File: config.mk
export PLATFORM = sky130hd
export DESIGN_NAME = c1541_sd_arb_flat
export DESIGN_NICKNAME = d
export VERILOG_FILES = /design/src/rtl/c1541_sd_arb_pkg.sv /design/src/rtl/c1541_sd_arb_if.sv /design/src/rtl/c1541_rr_pick.sv /design/src/rtl/c1541_sd_arb.sv /design/src/flat_wrapper.sv
export SDC_FILE = /design/constraint.sdc
export NUM_CORES = 1
export LEC_CHECK = 0
export BUFFER_PORTS_ARGS = -buffer_cell sky130_fd_sc_hd__buf_2
export CORE_ASPECT_RATIO = 1.4
export CORE_MARGIN = 4
export CORE_UTILIZATION = 35
export CTS_CLUSTER_DIAMETER = 50
export CTS_CLUSTER_SIZE = 20
export DETAILED_ROUTE_END_ITERATION = 12
export PLACE_DENSITY = 0.57
export SETUP_SLACK_MARGIN = 0.1
export SYNTH_ARGS = -nofsm -noshare
export SYNTH_HDL_FRONTEND = slang
export SYNTH_SLANG_ARGS = --single-unit
File: constraint.sdc
create_clock -name clk -period 2.47 [get_ports clk]
set_input_delay 0.1235 -clock clk [delete_from_list [all_inputs] [get_ports clk]]
set_output_delay 0.1235 -clock clk [all_outputs]
set_load 0.02 [all_outputs]
File: src/rtl/c1541_sd_arb_pkg.sv
// c1541_pkg: shared FSM state type and constants for the SD block arbiter
package c1541_pkg;
  typedef enum logic [1:0] {IDLE, ISSUE, XFER, RELEASE} state_t;
  localparam int LBA_W = 32;
  localparam logic [23:0] TIMEOUT_DEF = 24'd16000000;
endpackage

File: src/rtl/c1541_sd_arb_if.sv
// c1541_sd_arb_if: SD host block port shared by all drive track units
interface c1541_sd_arb_if;
  import c1541_pkg::*;
  logic [LBA_W-1:0] sd_lba;
  logic sd_rd;
  logic sd_wr;
  logic sd_ack;
  logic sd_buff_wr;
  logic [7:0] sd_buff_din;
  modport master (output sd_lba, sd_rd, sd_wr, sd_buff_din, input sd_ack, sd_buff_wr);
  modport slave (input sd_lba, sd_rd, sd_wr, sd_buff_din, output sd_ack, sd_buff_wr);
endinterface

File: src/rtl/c1541_rr_pick.sv
// c1541_rr_pick: combinational round-robin picker, first pending index at or after ptr
module c1541_rr_pick #(
  parameter int NREQ = 2
) (
  input  logic [NREQ-1:0] pending,
  input  logic [1:0]      ptr,
  output logic [1:0]      idx,
  output logic            valid
);
  // scan from farthest to nearest so the index closest to ptr is the last one written
  always_comb begin
    idx = '0;
    for (int k = NREQ - 1; k >= 0; k--)
      for (int i = 0; i < NREQ; i++)
        if (pending[i] && i == (int'(ptr) + k) % NREQ) idx = 2'(i);
  end
  assign valid = |pending;
endmodule

File: src/rtl/c1541_sd_arb.sv
// c1541_sd_arb: round-robin arbiter sharing one SD block port among NREQ track units
module c1541_sd_arb
  import c1541_pkg::*;
#(
  parameter int          NREQ    = 2,
  parameter logic [23:0] TIMEOUT = TIMEOUT_DEF
) (
  input  logic               clk,
  input  logic               reset,
  input  logic [NREQ-1:0]    req_rd,
  input  logic [NREQ-1:0]    req_wr,
  input  logic [NREQ*32-1:0] req_lba,
  output logic [NREQ-1:0]    req_ack,
  output logic [NREQ-1:0]    req_buff_wr,
  input  logic [NREQ*8-1:0]  req_buff_din,
  output logic [NREQ-1:0]    req_err,
  output logic               busy,
  c1541_sd_arb_if.master     sd
);
  state_t state;
  logic [1:0] ptr, grant, pick;
  logic pick_ok, wr_sel;
  logic [23:0] cnt;
  logic [LBA_W-1:0] lba_sel;
  logic [7:0] din_sel;
  logic [NREQ-1:0] err_mask;

  c1541_rr_pick #(.NREQ(NREQ)) u_pick (
    .pending (req_rd | req_wr),
    .ptr     (ptr),
    .idx     (pick),
    .valid   (pick_ok)
  );

  // steering: candidate LBA/direction from the pick, host handshake only to the grant during XFER
  always_comb begin
    lba_sel = '0;
    wr_sel = 1'b0;
    din_sel = '0;
    req_ack = '0;
    req_buff_wr = '0;
    err_mask = '0;
    for (int i = 0; i < NREQ; i++) begin
      if (pick == 2'(i)) begin
        lba_sel = req_lba[32*i +: 32];
        wr_sel = req_wr[i];
      end
      if (grant == 2'(i)) din_sel = req_buff_din[8*i +: 8];
      err_mask[i] = grant == 2'(i);
      req_ack[i] = state == XFER && grant == 2'(i) && sd.sd_ack;
      req_buff_wr[i] = state == XFER && grant == 2'(i) && sd.sd_buff_wr;
    end
  end

  assign sd.sd_buff_din = (state == IDLE) ? 8'h00 : din_sel;
  assign busy = state != IDLE;

  // arbitration FSM with latched grant, strobes, LBA and issue timeout
  always_ff @(posedge clk or posedge reset)
    if (reset) begin
      state <= IDLE;
      ptr <= '0;
      grant <= '0;
      sd.sd_rd <= 1'b0;
      sd.sd_wr <= 1'b0;
      sd.sd_lba <= '0;
      cnt <= '0;
      req_err <= '0;
    end else begin
      req_err <= '0;
      case (state)
        IDLE: if (pick_ok) begin
          grant <= pick;
          sd.sd_lba <= lba_sel;
          sd.sd_wr <= wr_sel;
          sd.sd_rd <= !wr_sel;
          cnt <= '0;
          state <= ISSUE;
        end
        ISSUE: if (sd.sd_ack) begin
          sd.sd_rd <= 1'b0;
          sd.sd_wr <= 1'b0;
          state <= XFER;
        end else if (cnt == TIMEOUT - 24'd1) begin
          sd.sd_rd <= 1'b0;
          sd.sd_wr <= 1'b0;
          req_err <= err_mask;
          state <= RELEASE;
        end else cnt <= cnt + 24'd1;
        XFER: if (!sd.sd_ack) state <= RELEASE;
        default: begin
          ptr <= (grant == 2'(NREQ - 1)) ? 2'd0 : grant + 2'd1;
          state <= IDLE;
        end
      endcase
    end
endmodule

File: src/flat_wrapper.sv
// flat-port wrapper written by rule: the top's interface ports become plain ports
module c1541_sd_arb_flat import c1541_pkg::*;
#(
  parameter int          NREQ    = 2,
  parameter logic [23:0] TIMEOUT = TIMEOUT_DEF
)
  (clk, reset, req_rd, req_wr, req_lba, req_ack, req_buff_wr, req_buff_din, req_err, busy, sd_sd_lba, sd_sd_rd, sd_sd_wr, sd_sd_buff_din, sd_sd_ack, sd_sd_buff_wr);
  c1541_sd_arb_if sd_i ();
  input  logic clk;
  input  logic reset;
  input  logic [NREQ-1:0] req_rd;
  input  logic [NREQ-1:0] req_wr;
  input  logic [NREQ*32-1:0] req_lba;
  output logic [NREQ-1:0] req_ack;
  output logic [NREQ-1:0] req_buff_wr;
  input  logic [NREQ*8-1:0] req_buff_din;
  output logic [NREQ-1:0] req_err;
  output logic busy;
  output wire logic [$bits(sd_i.sd_lba)-1:0] sd_sd_lba;
  output wire logic [$bits(sd_i.sd_rd)-1:0] sd_sd_rd;
  output wire logic [$bits(sd_i.sd_wr)-1:0] sd_sd_wr;
  output wire logic [$bits(sd_i.sd_buff_din)-1:0] sd_sd_buff_din;
  input wire logic [$bits(sd_i.sd_ack)-1:0] sd_sd_ack;
  input wire logic [$bits(sd_i.sd_buff_wr)-1:0] sd_sd_buff_wr;
  assign sd_sd_lba = sd_i.sd_lba;
  assign sd_sd_rd = sd_i.sd_rd;
  assign sd_sd_wr = sd_i.sd_wr;
  assign sd_sd_buff_din = sd_i.sd_buff_din;
  assign sd_i.sd_ack = sd_sd_ack;
  assign sd_i.sd_buff_wr = sd_sd_buff_wr;
  c1541_sd_arb #(.NREQ(NREQ), .TIMEOUT(TIMEOUT)) u_core (.clk(clk), .reset(reset), .req_rd(req_rd), .req_wr(req_wr), .req_lba(req_lba), .req_ack(req_ack), .req_buff_wr(req_buff_wr), .req_buff_din(req_buff_din), .req_err(req_err), .busy(busy), .sd(sd_i));
endmodule
==> results.py, run 1 <==
metrics = {
    "status": {
        "status": "finished, final reports clean",
    },
    "yosys": {
        "syn_area_um2": 3530,
        "synth_edf_count": 0,
        "synthCells": 376,
        "synth.yosys.warnings": 0,
        "synth_ff_type": "dfrtp_1",
        "synth_top_area_share": 0.454,
        "synthTopCellsByArea": "dfrtp_1 (45%), mux2i_1 (11%), o21ai_0 (7.0%)",
        "synth_fp_nets": 470,
        "synth_area_per_cell_um2": 9.38,
        "synth_seq_cells": 64,
        "synthArstFlopShare": 1.00,
        "ys_seq_area_frac": 0.454,
        "ys_types": 43,
        "synth_top_area_cell": "dfrtp_1",
    },
    "floorplanning": {
        "pin_count": 137,
        "coreArea_um2": 9900,
        "die_y_um": 127,
        "fp-row-count": 43,
        "initial_core_util": 0.356,
        "die_w_um": 92.9,
        "die-area_um2": 11800,
    },
    "critical_path": {
        "path_max_fanout": 10,
        "max_stage_delay_ns": 0.61,
        "worstSetupPathType": "reg -> reg",
        "r2r-start": "u_core.cnt[11]",
        "cp_cell_sequence": "or4b_1 > or4_4 > o211ai_4 > buf_12 > buf_4 > o31ai_1",
        "start_kind": "flop",
        "cp-end-kind": "flop",
        "critical-path-slowest-cell": "or4_4",
        "startpoint": "u_core.cnt[11]",
        "arrival_ns": 2.48,
        "worstPathRequired_ns": 2.67,
    },
    "timing": {
        "rsz0062_at_grt": "false",
        "setup_ws_ns": 0.193,
        "finalHoldViolCount": 0,
        "skew_ns": 0.00817,
        "slew_violations": 0,
        "worstMarginPinSlew_ns": 0.617,
        "period_share": 0.922,
        "setup_tns_ns": 0,
        "max_slew_margin": 0.588,
        "setup-violations-final": 0,
        "fmax_ghz": 0.439,
        "min_period_ns": 2.28,
    },
    "min_path": {
        "min_from": "req_lba[40]",
        "hold_class": "in -> reg",
    },
    "clock_network": {
        "cts_tree": "done",
        "cts_buffer_depth": 2,
        "clkSinkCount": 64,
        "cts.clk_slew.worst_paths_ns": 0.05,
        "worstSkewPairLatency_ns": 0.33,
        "htree_num_levels": 3,
        "root_buffer": "clkbuf_16",
        "numCtsBuffers": 9,
    },
    "power": {
        "switching_share": 0.406,
        "clock_power_share": 0.240,
        "power.density_nw_per_um2": 1110,
        "power.share.sequential": 0.299,
        "leakage_nw": 2.39,
        "peakVddDrop_v": 0.000623,
        "p_int_mw": 3.18,
        "p_switching_mw": 2.17,
        "combPwrFrac": 0.461,
    },
    "place": {
        "hpwl_um": 7330,
        "portBuffers": 136,
        "place_ws_ns": 0.0411,
        "dp_cells": 647,
        "gp_congestion": 0.836,
        "placement.cell_area_um2": 4470,
    },
    "detailed_routing": {
        "routedWlPerCell_um": 14.4,
        "dr_total_vias": 3306,
        "vias_per_cell": 4.96,
        "dr.pass1.iters": 4,
        "drc": 0,
        "drt_iter0_drc": 149,
        "ant_nets": 0,
        "drt-total-wl_um": 9610,
    },
    "layout": {
        "area_growth_pct": 36.5,
        "nets": 621,
        "fin_area_um2": 4820,
        "final-instance-count-excl-fill": 667,
        "diodes": 0,
        "drive_gt1_frac": 0.350,
        "final_util": 0.487,
    },
    "run": {
        "cap_viol_max_count": 0,
    },
    "grt": {
        "grt_pass1_wl_um": 16300,
        "grt.total_usage": 0.174,
        "grt_max_degree": 66,
        "overflow": 0,
        "antenna_found_initial": 0,
        "grt_pass1_vias": 3513,
    },
}
worst paths after layout:
check / to / slack, ns / cells after the start
max: u_core.cnt[18] / 0.19 / 6
min: u_core.sd.sd_lba[8] / 0.08 / 3
max reg2reg: u_core.cnt[18] / 0.19 / 6
min in group asynchronous: u_core.sd.sd_lba[24] / 0.42 / 3
min reg2reg: u_core.sd.sd_lba[19] / 0.47 / 2
max in group asynchronous: u_core.cnt[9] / 1.40 / 4
power by group through the flow:
stage / sequential [mW] / clock [mW] / combinational, mW
finish: 1.60 / 1.28 / 2.47
global route: 1.65 / 1.36 / 2.74
CTS: 1.60 / 1.32 / 2.50
detailed placement: 1.61 / 0 / 2.49
global placement: 1.60 / 0 / 2.45
floorplan: 1.88 / 0 / 1.33
cells in the mapped netlist (9+ instances only):
library cell and number:
a21oi_1 11, clkbuf_1 17, dfrtp_1 64, o21ai_1 12, mux2i_1 40, inv_1 9, o31ai_1 13, nand3_1 13
nand2_1 56, nor2_1 22, o21ai_0 49
critical path, delay by kind of cell (launching register included):
kind	cells	cell delay, ns
flip-flops	1	0.41
AND/OR/NAND/NOR	2	1.14
buffers and inverters	2	0.28
AO/OA/AOI/OAI	2	0.30
state kept, by name, summed over array words and instances (netlist names):
register,cells
u_core.req_err,2
u_core.sd.sd_rd,1
u_core.sd.sd_wr,1
u_core.state,2
u_core.ptr,1
u_core.sd.sd_lba,32
u_core.cnt,24
u_core.grant,1
stage by stage:
stage               power, mW  hold slack (ns)
global placement         4.06            0.242
detailed placement       4.10            0.242
finish                   5.35           0.0764
floorplan                3.21            0.320
CTS                      5.42           0.0687
global route             5.74           0.0925
layout make-up:
| class | instances | area [um^2] |
|---|---|---|
| clock buffers | 13 | 260 |
| clock inverters | 3 | 40.0 |
| fillers | 981 | 5080 |
| inverters | 9 | 33.8 |
| multi-input cells | 281 | 1800 |
| flip-flops and latches | 64 | 1600 |
| well taps | 135 | 169 |
| repair buffers | 162 | 916 |
cells by family after synthesis:
family,after synthesis,share of synthesized area
compound gates,106,0.190
fa+ha+maj,6,0.0213
buf+inv,31,0.0415
flops,64,0.454
mux,42,0.120
simple gates,127,0.173
metal layers:
layer	vias to the layer above	routed length, um	global-route usage
met4	0	238	0.0846
met1	1520	3860	0.199
li1	1659	-	-
met3	15	753	0.0575
met5	-	0	0
met2	112	4750	0.289
layout by cell type (no fill, tap or decap), drive strengths merged, types with 4 or more instances in the layout:
master,count
o31a,4
nor2,23
or3,4
o31ai,13
o21ai,61
mux2i,40
or4,4
nand3,13
o211ai,4
ha,6
buf,161
and3,6
nand4,4
a21oi,11
nand2,56
clkbuf,13
dfrtp,64
inv,9
repair_timing:
item	4_1_cts	5_1_grt
setup endpoints to repair	12	20
hold endpoints to repair	27	0
gates cloned	0	0
buffers inserted	2	1
pin swaps	1	2
resized for setup	0	0
hold buffers	1	0
Note: power is estimated with default switching activity, not from simulation.
==> run 2, diff against run 1 <==
--- a/config.mk
+++ b/config.mk
@@ -10,9 +10,7 @@
 export CORE_MARGIN = 4
 export CORE_UTILIZATION = 35
 export CTS_CLUSTER_DIAMETER = 50
-export CTS_CLUSTER_SIZE = 20
 export DETAILED_ROUTE_END_ITERATION = 12
-export PLACE_DENSITY = 0.57
 export SETUP_SLACK_MARGIN = 0.1
 export SYNTH_ARGS = -nofsm -noshare
 export SYNTH_HDL_FRONTEND = slang
==> results.py, run 2 (synthesis gave the netlist of run 1 again) <==
metrics = {
    "detailed_routing": {
        "drt_iter0_drc": 152,
        "drc": 0,
        "routedWlPerCell_um": 14.3,
        "vias_per_cell": 5.02,
        "dr_total_vias": 3355,
        "drt-total-wl_um": 9560,
        "ant_nets": 0,
        "dr.pass1.iters": 5,
    },
    "floorplanning": {
        "die_y_um": 127,
        "die_w_um": 92.9,
        "initial_core_util": 0.356,
        "die-area_um2": 11800,
        "fp-row-count": 43,
        "coreArea_um2": 9900,
        "pin_count": 137,
    },
    "power": {
        "switching_share": 0.391,
        "p_switching_mw": 2.19,
        "combPwrFrac": 0.447,
        "power.density_nw_per_um2": 1140,
        "peakVddDrop_v": 0.000539,
        "p_int_mw": 3.41,
        "total_power_mw": 5.60,
        "power.share.sequential": 0.285,
        "leakage_nw": 2.42,
        "clock_power_share": 0.268,
    },
    "clock_network": {
        "cts_tree": "done",
        "htree_num_levels": 3,
        "cts_buffer_depth": 2,
        "clkSinkCount": 64,
        "cts.clk_slew.worst_paths_ns": 0.05,
        "root_buffer": "clkbuf_16",
        "numCtsBuffers": 9,
        "worstSkewPairLatency_ns": 0.33,
    },
    "place": {
        "placement.cell_area_um2": 4430,
        "hpwl_um": 7070,
        "gp_congestion": 0.756,
        "portBuffers": 136,
    },
    "critical_path": {
        "path_max_fanout": 6,
        "critPathTopFamily": "simple AND/OR/NAND/NOR gates",
        "cp_num_buf_inv": 0,
        "cp-end-kind": "flop",
        "max_stage_delay_ns": 0.63,
        "worstPathRequired_ns": 2.67,
        "worstSetupPathType": "reg -> reg",
        "critical-path-slowest-cell": "or4_4",
        "start_kind": "flop",
        "cp_cell_sequence": "or4_1 > or4_4 > nor2_4 > o211ai_2 > mux2_1",
        "arrival_ns": 2.47,
    },
    "grt": {
        "grt_max_degree": 66,
        "antenna_found_initial": 0,
        "grt.total_usage": 0.166,
        "grt_pass1_vias": 3309,
        "overflow": 0,
        "grt_pass1_wl_um": 15700,
    },
    "timing": {
        "skew_ns": 0.00959,
        "fmax_ghz": 0.442,
        "setup-violations-final": 0,
        "worstMarginPinSlew_ns": 0.613,
        "min_period_ns": 2.26,
        "finalHoldViolCount": 0,
        "period_share": 0.917,
        "slew_violations": 0,
        "setup_tns_ns": 0,
        "max_slew_margin": 0.591,
        "rsz0062_at_grt": "false",
    },
    "layout": {
        "final_util": 0.494,
        "reg_top3": "u_core.sd.sd_lba (32), u_core.cnt (24)",
        "drive_gt1_frac": 0.356,
        "largest_reg_flops": 32,
        "diodes": 0,
        "nets": 622,
        "regMostFlops": "u_core.sd.sd_lba",
        "mostFrequentLayoutCells": "buf_2 (136), dfrtp_1 (63), nand2_1 (56)",
        "area_growth_pct": 38.7,
        "fin_area_um2": 4890,
        "final_common_cell": "buf_2",
    },
    "status": {
        "status": "finished, final reports clean",
    },
    "run": {
        "cap_viol_max_count": 0,
    },
    "min_path": {
        "hold_class": "in -> reg",
    },
}
## run 2: final cells by class
class	count	area, um^2
Multi-Input combinational cell	281	1800
Tap cell	135	169
Clock inverter	5	103
Timing Repair Buffer	163	936
Sequential cell	64	1600
Clock buffer	11	253
Inverter	9	33.8
Fill cell	979	5010
## run 2: what timing repair did
item	in CTS	in global routing
endpoints found under the setup margin	0	19
hold buffers	1	0
resized for setup	0	3
buffers inserted	0	9
endpoints found under the hold margin	27	0
## run 2: final timing paths
path                                        endpoint  cells past startpoint                 from  slack [ns]
worst min register to register   u_core.sd.sd_lba[3]                      2  u_core.sd.sd_lba[3]        0.47
worst min-delay path            u_core.sd.sd_lba[30]                      3          req_lba[62]        0.07
max in group asynchronous             u_core.cnt[10]                      4                reset        1.41
worst max-delay path                 u_core.state[0]                      5       u_core.cnt[15]        0.21
min in group asynchronous       u_core.sd.sd_lba[17]                      3                reset        0.43
worst max register to register       u_core.state[0]                      5       u_core.cnt[15]        0.21
## run 2: through the flow
step                std cells  hold WS (ns)  setup WS [ns]
finish                    668        0.0746          0.206
global route              668        0.0878         0.0881
CTS                       658        0.0671          0.110
detailed placement        641         0.238          0.130
global placement          641         0.229          0.193
floorplan                 376         0.320          0.224
## run 2: tightest hold or removal path: cells and delay by family
| kind | cells | cell delay, ns |
|---|---|---|
| muxes | 1 | 0.05 |
| buffers and inverters | 1 | 0.07 |
| AOI/OAI and AO/OA | 1 | 0.12 |
## run 2: layer usage
| metal | global-route usage | wire [um] | vias to the layer above |
|---|---|---|---|
| met5 | 0 | 0 | - |
| met4 | 0.0802 | 176 | 0 |
| met3 | 0.0593 | 780 | 15 |
| met2 | 0.275 | 4720 | 112 |
| met1 | 0.190 | 3880 | 1562 |
| li1 | - | - | 1666 |
## run 2: power groups by stage
stage / sequential [mW] / clock [mW] / combinational, mW
after detailed placement: 1.61 / 0 / 2.44
after CTS: 1.60 / 1.53 / 2.44
final: 1.60 / 1.50 / 2.51
after global placement: 1.60 / 0 / 2.40
after global routing: 1.65 / 1.58 / 2.76
after floorplan: 1.88 / 0 / 1.33
